==> config.mk <==
export PLATFORM = sky130hd
export DESIGN_NAME = baud_tick_gen
export DESIGN_NICKNAME = d
export VERILOG_FILES = /design/src/rtl/baud_tick_gen.sv
export SDC_FILE = /design/constraint.sdc
export NUM_CORES = 1
export LEC_CHECK = 0
export CAP_MARGIN = 20
export CELL_PAD_IN_SITES_DETAIL_PLACEMENT = 0
export CELL_PAD_IN_SITES_GLOBAL_PLACEMENT = 2
export CORE_ASPECT_RATIO = 0.5
export CORE_MARGIN = 2
export CORE_UTILIZATION = 40
export DETAILED_ROUTE_END_ITERATION = 7
export DONT_BUFFER_PORTS = 1
export PLACE_DENSITY = 0.94
export SLEW_MARGIN = 40
export SYNTH_ARGS = -nofsm -noshare
export SYNTH_HDL_FRONTEND = slang
export SYNTH_SLANG_ARGS = --single-unit
==> constraint.sdc <==
create_clock -name clk_i -period 8.68 [get_ports clk_i]
set_input_delay 1.302 -clock clk_i [delete_from_list [all_inputs] [get_ports clk_i]]
set_output_delay 1.302 -clock clk_i [all_outputs]
set_load 0.02 [all_outputs]
==> src/rtl/baud_tick_gen.sv <==
// Run-time programmable bit-period tick generator with mid-period strobe (BAUD_TICK_HALF_EN builds half_tick_o).
// All outputs registered; tick k lands exactly k*div cycles after the accepted start; no backpressure.
module baud_tick_gen #(
  parameter int unsigned DIV_WIDTH   = 16,
  parameter int unsigned DEFAULT_DIV = 434,
  parameter int unsigned CNT_WIDTH   = 4
) (
  input  logic                 clk_i,
  input  logic                 rst_i,
  input  logic                 start_i,
  input  logic                 abort_i,
  input  logic                 periodic_i,
  input  logic [DIV_WIDTH-1:0] div_i,
  input  logic [CNT_WIDTH-1:0] n_ticks_i,
  output logic                 tick_o,
  output logic                 half_tick_o,
  output logic                 done_o,
  output logic                 busy_o,
  output logic [CNT_WIDTH-1:0] tick_idx_o
);

  typedef enum logic {IDLE, RUN} state_e;

  state_e               state_q, state_d;
  logic [DIV_WIDTH-1:0] div_q, div_d;
  logic [DIV_WIDTH-1:0] cnt_q, cnt_d;
  logic [CNT_WIDTH-1:0] n_q, n_d;
  logic [CNT_WIDTH-1:0] idx_q, idx_d;
  logic                 periodic_q, periodic_d;
  logic                 tick_q, tick_d;
  logic                 done_q, done_d;

  logic                 start_acc;
  logic                 run_cont;
  logic                 wrap;
  logic [DIV_WIDTH-1:0] eff_div;
  logic [DIV_WIDTH-1:0] base_cnt;
  logic [DIV_WIDTH-1:0] sel_div;
  logic [DIV_WIDTH-1:0] cnt_inc;
  logic [CNT_WIDTH-1:0] base_idx;
  logic [CNT_WIDTH-1:0] idx_inc;
  logic [CNT_WIDTH-1:0] sel_n;
  logic                 sel_periodic;

  // cnt_q is the position within the period of the current cycle, with the
  // start cycle itself at position 0; a start therefore evaluates from a
  // zero base and the freshly selected settings in the same cycle.
  always_comb begin
    eff_div      = (div_i == '0) ? DIV_WIDTH'(DEFAULT_DIV) : div_i;
    start_acc    = start_i && !abort_i && ((state_q == IDLE) || done_q);
    run_cont     = (state_q == RUN) && !done_q && !abort_i;
    base_cnt     = start_acc ? '0 : cnt_q;
    base_idx     = start_acc ? '0 : idx_q;
    sel_div      = start_acc ? eff_div : div_q;
    sel_n        = start_acc ? n_ticks_i : n_q;
    sel_periodic = start_acc ? periodic_i : periodic_q;
    wrap         = (base_cnt == sel_div - DIV_WIDTH'(1));
    cnt_inc      = base_cnt + DIV_WIDTH'(1);
    idx_inc      = base_idx + CNT_WIDTH'(1);

    state_d    = IDLE;
    div_d      = div_q;
    n_d        = n_q;
    periodic_d = periodic_q;
    cnt_d      = '0;
    idx_d      = idx_q;
    tick_d     = 1'b0;
    done_d     = 1'b0;

    if (start_acc) begin
      div_d      = eff_div;
      n_d        = n_ticks_i;
      periodic_d = periodic_i;
    end

    if (start_acc || run_cont) begin
      state_d = RUN;
      cnt_d   = wrap ? '0 : cnt_inc;
      idx_d   = wrap ? idx_inc : base_idx;
      tick_d  = wrap;
      // n_q == 0 encodes 2^CNT_WIDTH ticks, matched by idx_inc wrapping to 0
      done_d  = wrap && !sel_periodic && (idx_inc == sel_n);
    end
  end

  always_ff @(posedge clk_i) begin
    if (rst_i) begin
      state_q    <= IDLE;
      div_q      <= DIV_WIDTH'(DEFAULT_DIV);
      cnt_q      <= '0;
      n_q        <= '0;
      idx_q      <= '0;
      periodic_q <= 1'b0;
      tick_q     <= 1'b0;
      done_q     <= 1'b0;
    end else begin
      state_q    <= state_d;
      div_q      <= div_d;
      cnt_q      <= cnt_d;
      n_q        <= n_d;
      idx_q      <= idx_d;
      periodic_q <= periodic_d;
      tick_q     <= tick_d;
      done_q     <= done_d;
    end
  end

`ifdef BAUD_TICK_HALF_EN
  logic half_q, half_d;

  // floor(div/2) is nonzero only for div >= 2, so the !wrap term suppresses div == 1
  always_comb begin
    half_d = (start_acc || run_cont) && !wrap && (cnt_inc == (sel_div >> 1));
  end

  always_ff @(posedge clk_i) begin
    if (rst_i) begin
      half_q <= 1'b0;
    end else begin
      half_q <= half_d;
    end
  end

  assign half_tick_o = half_q;
`else
  assign half_tick_o = 1'b0;
`endif

  assign tick_o     = tick_q;
  assign done_o     = done_q;
  assign busy_o     = (state_q == RUN);
  assign tick_idx_o = idx_q;

endmodule
==> implementation parameters <==
Parameter                              Value

Global routing
  Global routing usage on met2 ... about a third
  Total global-route track usage ... ~22%
  Total congestion overflow ... 0
  Met1 usage ... between 30% and 40%
  Maximum number of pins on one net before global-route repair ... between 40 and 50
  Number of antenna violations at the first check in global routing ... 0
  Met3 Usage GRT ... under 10%
  Wire length of the first global-routing pass ... roughly 14 mm
  Number of global-route vias before repair ... 2619
  Most utilized layer in the global route result ... met2

Critical path
  Category of cells accounting for the largest share of critical-path delay ... simple AND/OR/NAND/NOR gates
  Maximum cell stage delay along the critical path ... roughly 0.64 ns
  List of cells traversed by the critical path ... nor2b_1 -> nand2_1 -> mux2i_1 -> ha_1 -> nor3b_1 -> xnor2_1 -> nor2_1 -> a311o_1 -> a2111oi_0 -> nand4_1 -> or4_1 -> and4_1 -> a311o_1
  Startpoint types ... input port
  Critical Setup Path Class ... in2reg
  Endpoint kind of the worst setup timing path ... flop
  Number of buffer and inverter stages on the critical path ... 0
  Cell repeated most along the worst path ... sky130_fd_sc_hd__a311o_1
  Data required time at the worst endpoint ... between 8 and 9 ns
  Critical Path Fanout Max ... 11
  Max stage delay cell, worst path ... sky130_fd_sc_hd__nor2b_1
  Arrival time at the worst endpoint ... approximately 5.3 ns

Route
  Number of design-rule violations left by the first detailed-router iteration ... 221
  Via count ... about 2800
  Total iterations of the first detailed-routing run ... 5
  Average wire per cell in the routed design ... ~18 um
  Mean number of vias per cell ... around 6.0
  Post-DRT Antenna Nets ... 0
  Remaining routing DRC violations ... 0
  Post-Route WL ... approximately 8.5 mm

CTS
  H-tree Lvls ... 2
  Bufs on Longest Clock Path ... 2
  Quantity of hold-fixing buffers added after cts ... 0
  Clock Sink Count ... 44
  Buffer count from post-CTS setup fixing ... 0
  Clock slew seen by the registers of the worst setup and hold paths ... roughly 0.06 ns
  Latest clock arrival within the worst-skew pair ... roughly 0.29 ns
  Number of buffers created by CTS ... 5
  Clock tree from TritonCTS ... yes
  Clock root buffer ... sky130_fd_sc_hd__clkbuf_16
  Post-cts gate resize count ... 0

Synth
  Warnings, synthesis ... 0
  Fraction of registers with async set or reset after synthesis ... 0%
  Net count after synthesis ... between 400 and 500
  Top_reg_cell synth ... sky130_fd_sc_hd__dfxtp_1
  Distinct cell type count after synthesis ... 56
  Cell area after technology mapping ... approximately 2900 um^2
  Number of enable-type register cells in the synthesized netlist ... 0
  Mean instance size in the synthesized netlist ... between 7 and 8 um^2
  Sequential share of the synthesized area ... a little under a third
  Post-synthesis instance total ... approximately 400
  Number of storage elements in the synthesis netlist ... 44

Floorplanning
  X dimension of the die ... approximately 120 um
  Starting density of the core ... 42.5%
  Die footprint ... just over 8000 um^2
  Core box area ... slightly below 7000 um^2
  Boundary Pins ... 33
  Num rows ... 21
  Die Height ... 64.5 um

Finish
  Share of cells above drive strength 1 ... 5.24%
  Area growth syn-to-layout ... 8.04%
  Diodes inserted ... 0
  Number of nets in the layout ... 409
  # fillers ... ~690
  Flip-flop and latch area ... approximately 880 um^2
  Most common cell after layout, fill and taps aside ... sky130_fd_sc_hd__nand2_1
  Multi-input gate area ... ~1900 um^2
  Final Non-Filler Cells ... 474
  Most used cells in the layout excluding fill and tap cells ... 55 x sky130_fd_sc_hd__nand2_1, 44 x sky130_fd_sc_hd__dfxtp_1, 42 x sky130_fd_sc_hd__nor2_1
  Cell area after layout ... 3160 um^2

STA
  Maximum clock frequency ... just under 200 MHz
  Worst slew slack as a fraction of its limit ... roughly 45%
  Period utilisation layout ... a little under 60%
  Slew @ Worst Pin ... between 0.8 and 0.9 ns
  Final Hold Fails ... 0
  Total negative setup slack ... 0 ns
  Final critical delay including setup and external delays ... 5.10 ns
  Post-Route Hold Slack ... about 0.46 ns
  Max-slew violation count ... 0
  Final setup fails ... 0
  RSZ-0062 raised after global routing ... false
  Worst Skew ... approximately 0.006 ns

Placed design
  Placed Cells ... around 470
  Final HPWL from detailed placement ... 6.28 mm
  Number of buffers added on ports ... 0
  Post-Place Cell Area ... between 2000 and 3000 um^2
  Routability congestion estimate ... about 0.9

Min path
  Hold WC Path Type ... reg2reg

Pwr
  Power per cell area ... ~160 nW/um^2
  Static Leak ... around 1.1 nW
  Max rail drop VDD ... 0.0000829 V

Status
  Run status ... finished clean

Run
  Max cap viols ... 0
-- stage by stage --
stage	utilization [%]	power, mW	worst slack, ns
after floorplan	-	0.272	3.27
after global placement	43.3	0.284	3.51
after detailed placement	43.3	0.285	3.34
after CTS	45.9	0.515	3.61
after global routing	45.9	0.537	3.24
final	45.9	0.515	3.58
-- synthesized netlist by cell type, drive strengths merged, types with 2 or more instances --
cell | instances | share of area, %
inv | 4 | 0.51
a21boi | 2 | 0.51
nand2 | 55 | 7.1
and2 | 6 | 1.3
nor4 | 4 | 1.4
and4 | 3 | 0.90
o31ai | 5 | 1.3
a21o | 3 | 0.77
a311o | 2 | 0.68
or4 | 3 | 0.77
a21oi | 27 | 4.6
nand2b | 3 | 0.64
nor2 | 43 | 5.6
or2 | 2 | 0.43
nor3 | 18 | 3.3
o21ai | 16 | 2.7
xor2 | 15 | 4.5
ha | 3 | 1.3
nand4 | 13 | 2.8
mux2i | 4 | 1.4
o22ai | 3 | 0.64
a31oi | 6 | 1.3
nand3 | 14 | 2.4
dfxtp | 44 | 30
xnor2 | 32 | 9.6
or3 | 9 | 2.3
a2111oi | 3 | 1.1
o21bai | 2 | 0.51
buf | 10 | 1.7
clkbuf | 8 | 1.0
and3 | 5 | 1.1
nor3b | 4 | 1.0
nor2b | 2 | 0.43
-- tightest hold or removal path: cells and delay by family (launching register included) --
| family | cells | cell delay [ns] |
|---|---|---|
| AND/OR/NAND/NOR | 1 | 0.05 |
| AO/OA/AOI/OAI | 1 | 0.05 |
| flip-flops | 1 | 0.31 |
-- layout make-up --
class | instances | area share, %
Clock buffer | 6 | 4.40
Clock inverter | 2 | 1.23
Inverter | 5 | 0.594
Multi-Input combinational cell | 322 | 61.5
Sequential cell | 44 | 27.9
Tap cell | 92 | 3.64
Timing Repair Buffer | 3 | 0.713
-- power breakdown --
group          internal [mW]  leakage [nW]  switching, mW
Clock                  0.144        0.0871         0.0885
Combinational         0.0275         0.619         0.0414
Sequential             0.207         0.357        0.00612
-- sequential cells by signal (all words and copies together), names as in the netlist --
register    cells
tick_idx_o      4
tick_o          1
div_q          16
done_o          1
cnt_q          16
periodic_q      1
n_q             4
busy_o          1
-- worst paths after layout --
path / startpoint / endpoint / slack, ns / cells after the start
setup / recovery: start_i / tick_idx_o[3]$_SDFFE_PP0N_ / 3.58 / 13
hold / removal: periodic_q$_SDFF_PP0_ / periodic_q$_SDFF_PP0_ / 0.46 / 2
setup reg to reg: done_o$_SDFF_PP0_ / tick_idx_o[3]$_SDFFE_PP0N_ / 4.24 / 14
hold reg to reg: periodic_q$_SDFF_PP0_ / periodic_q$_SDFF_PP0_ / 0.46 / 2
-- kinds of logic (layout without fill, tap and decap cells) --
| kind of cell | count (synthesis) | after routing | synth area share (%) |
|---|---|---|---|
| AO/OA/AOI/OAI | 79 | 79 | 17.1 |
| XOR/XNOR | 47 | 47 | 14.1 |
| adder cells (fa/ha/maj) | 3 | 3 | 1.28 |
| buffers and inverters | 23 | 16 | 3.38 |
| flip-flops | 44 | 44 | 30.1 |
| multiplexers | 5 | 5 | 1.75 |
| other | 1 | 1 | 0.128 |
| AND/OR/NAND/NOR | 187 | 187 | 32.2 |
-- per-layer routing --
metal | part of all wire, % | vias up | wire, um
li1 | - | 1370 | -
met5 | 0 | - | 0
met3 | 11 | 10 | 903
met4 | 1.0 | 0 | 86
met1 | 48 | 1331 | 4120
met2 | 40 | 124 | 3420
No activity file was read; power rests on OpenSTA's default activity.
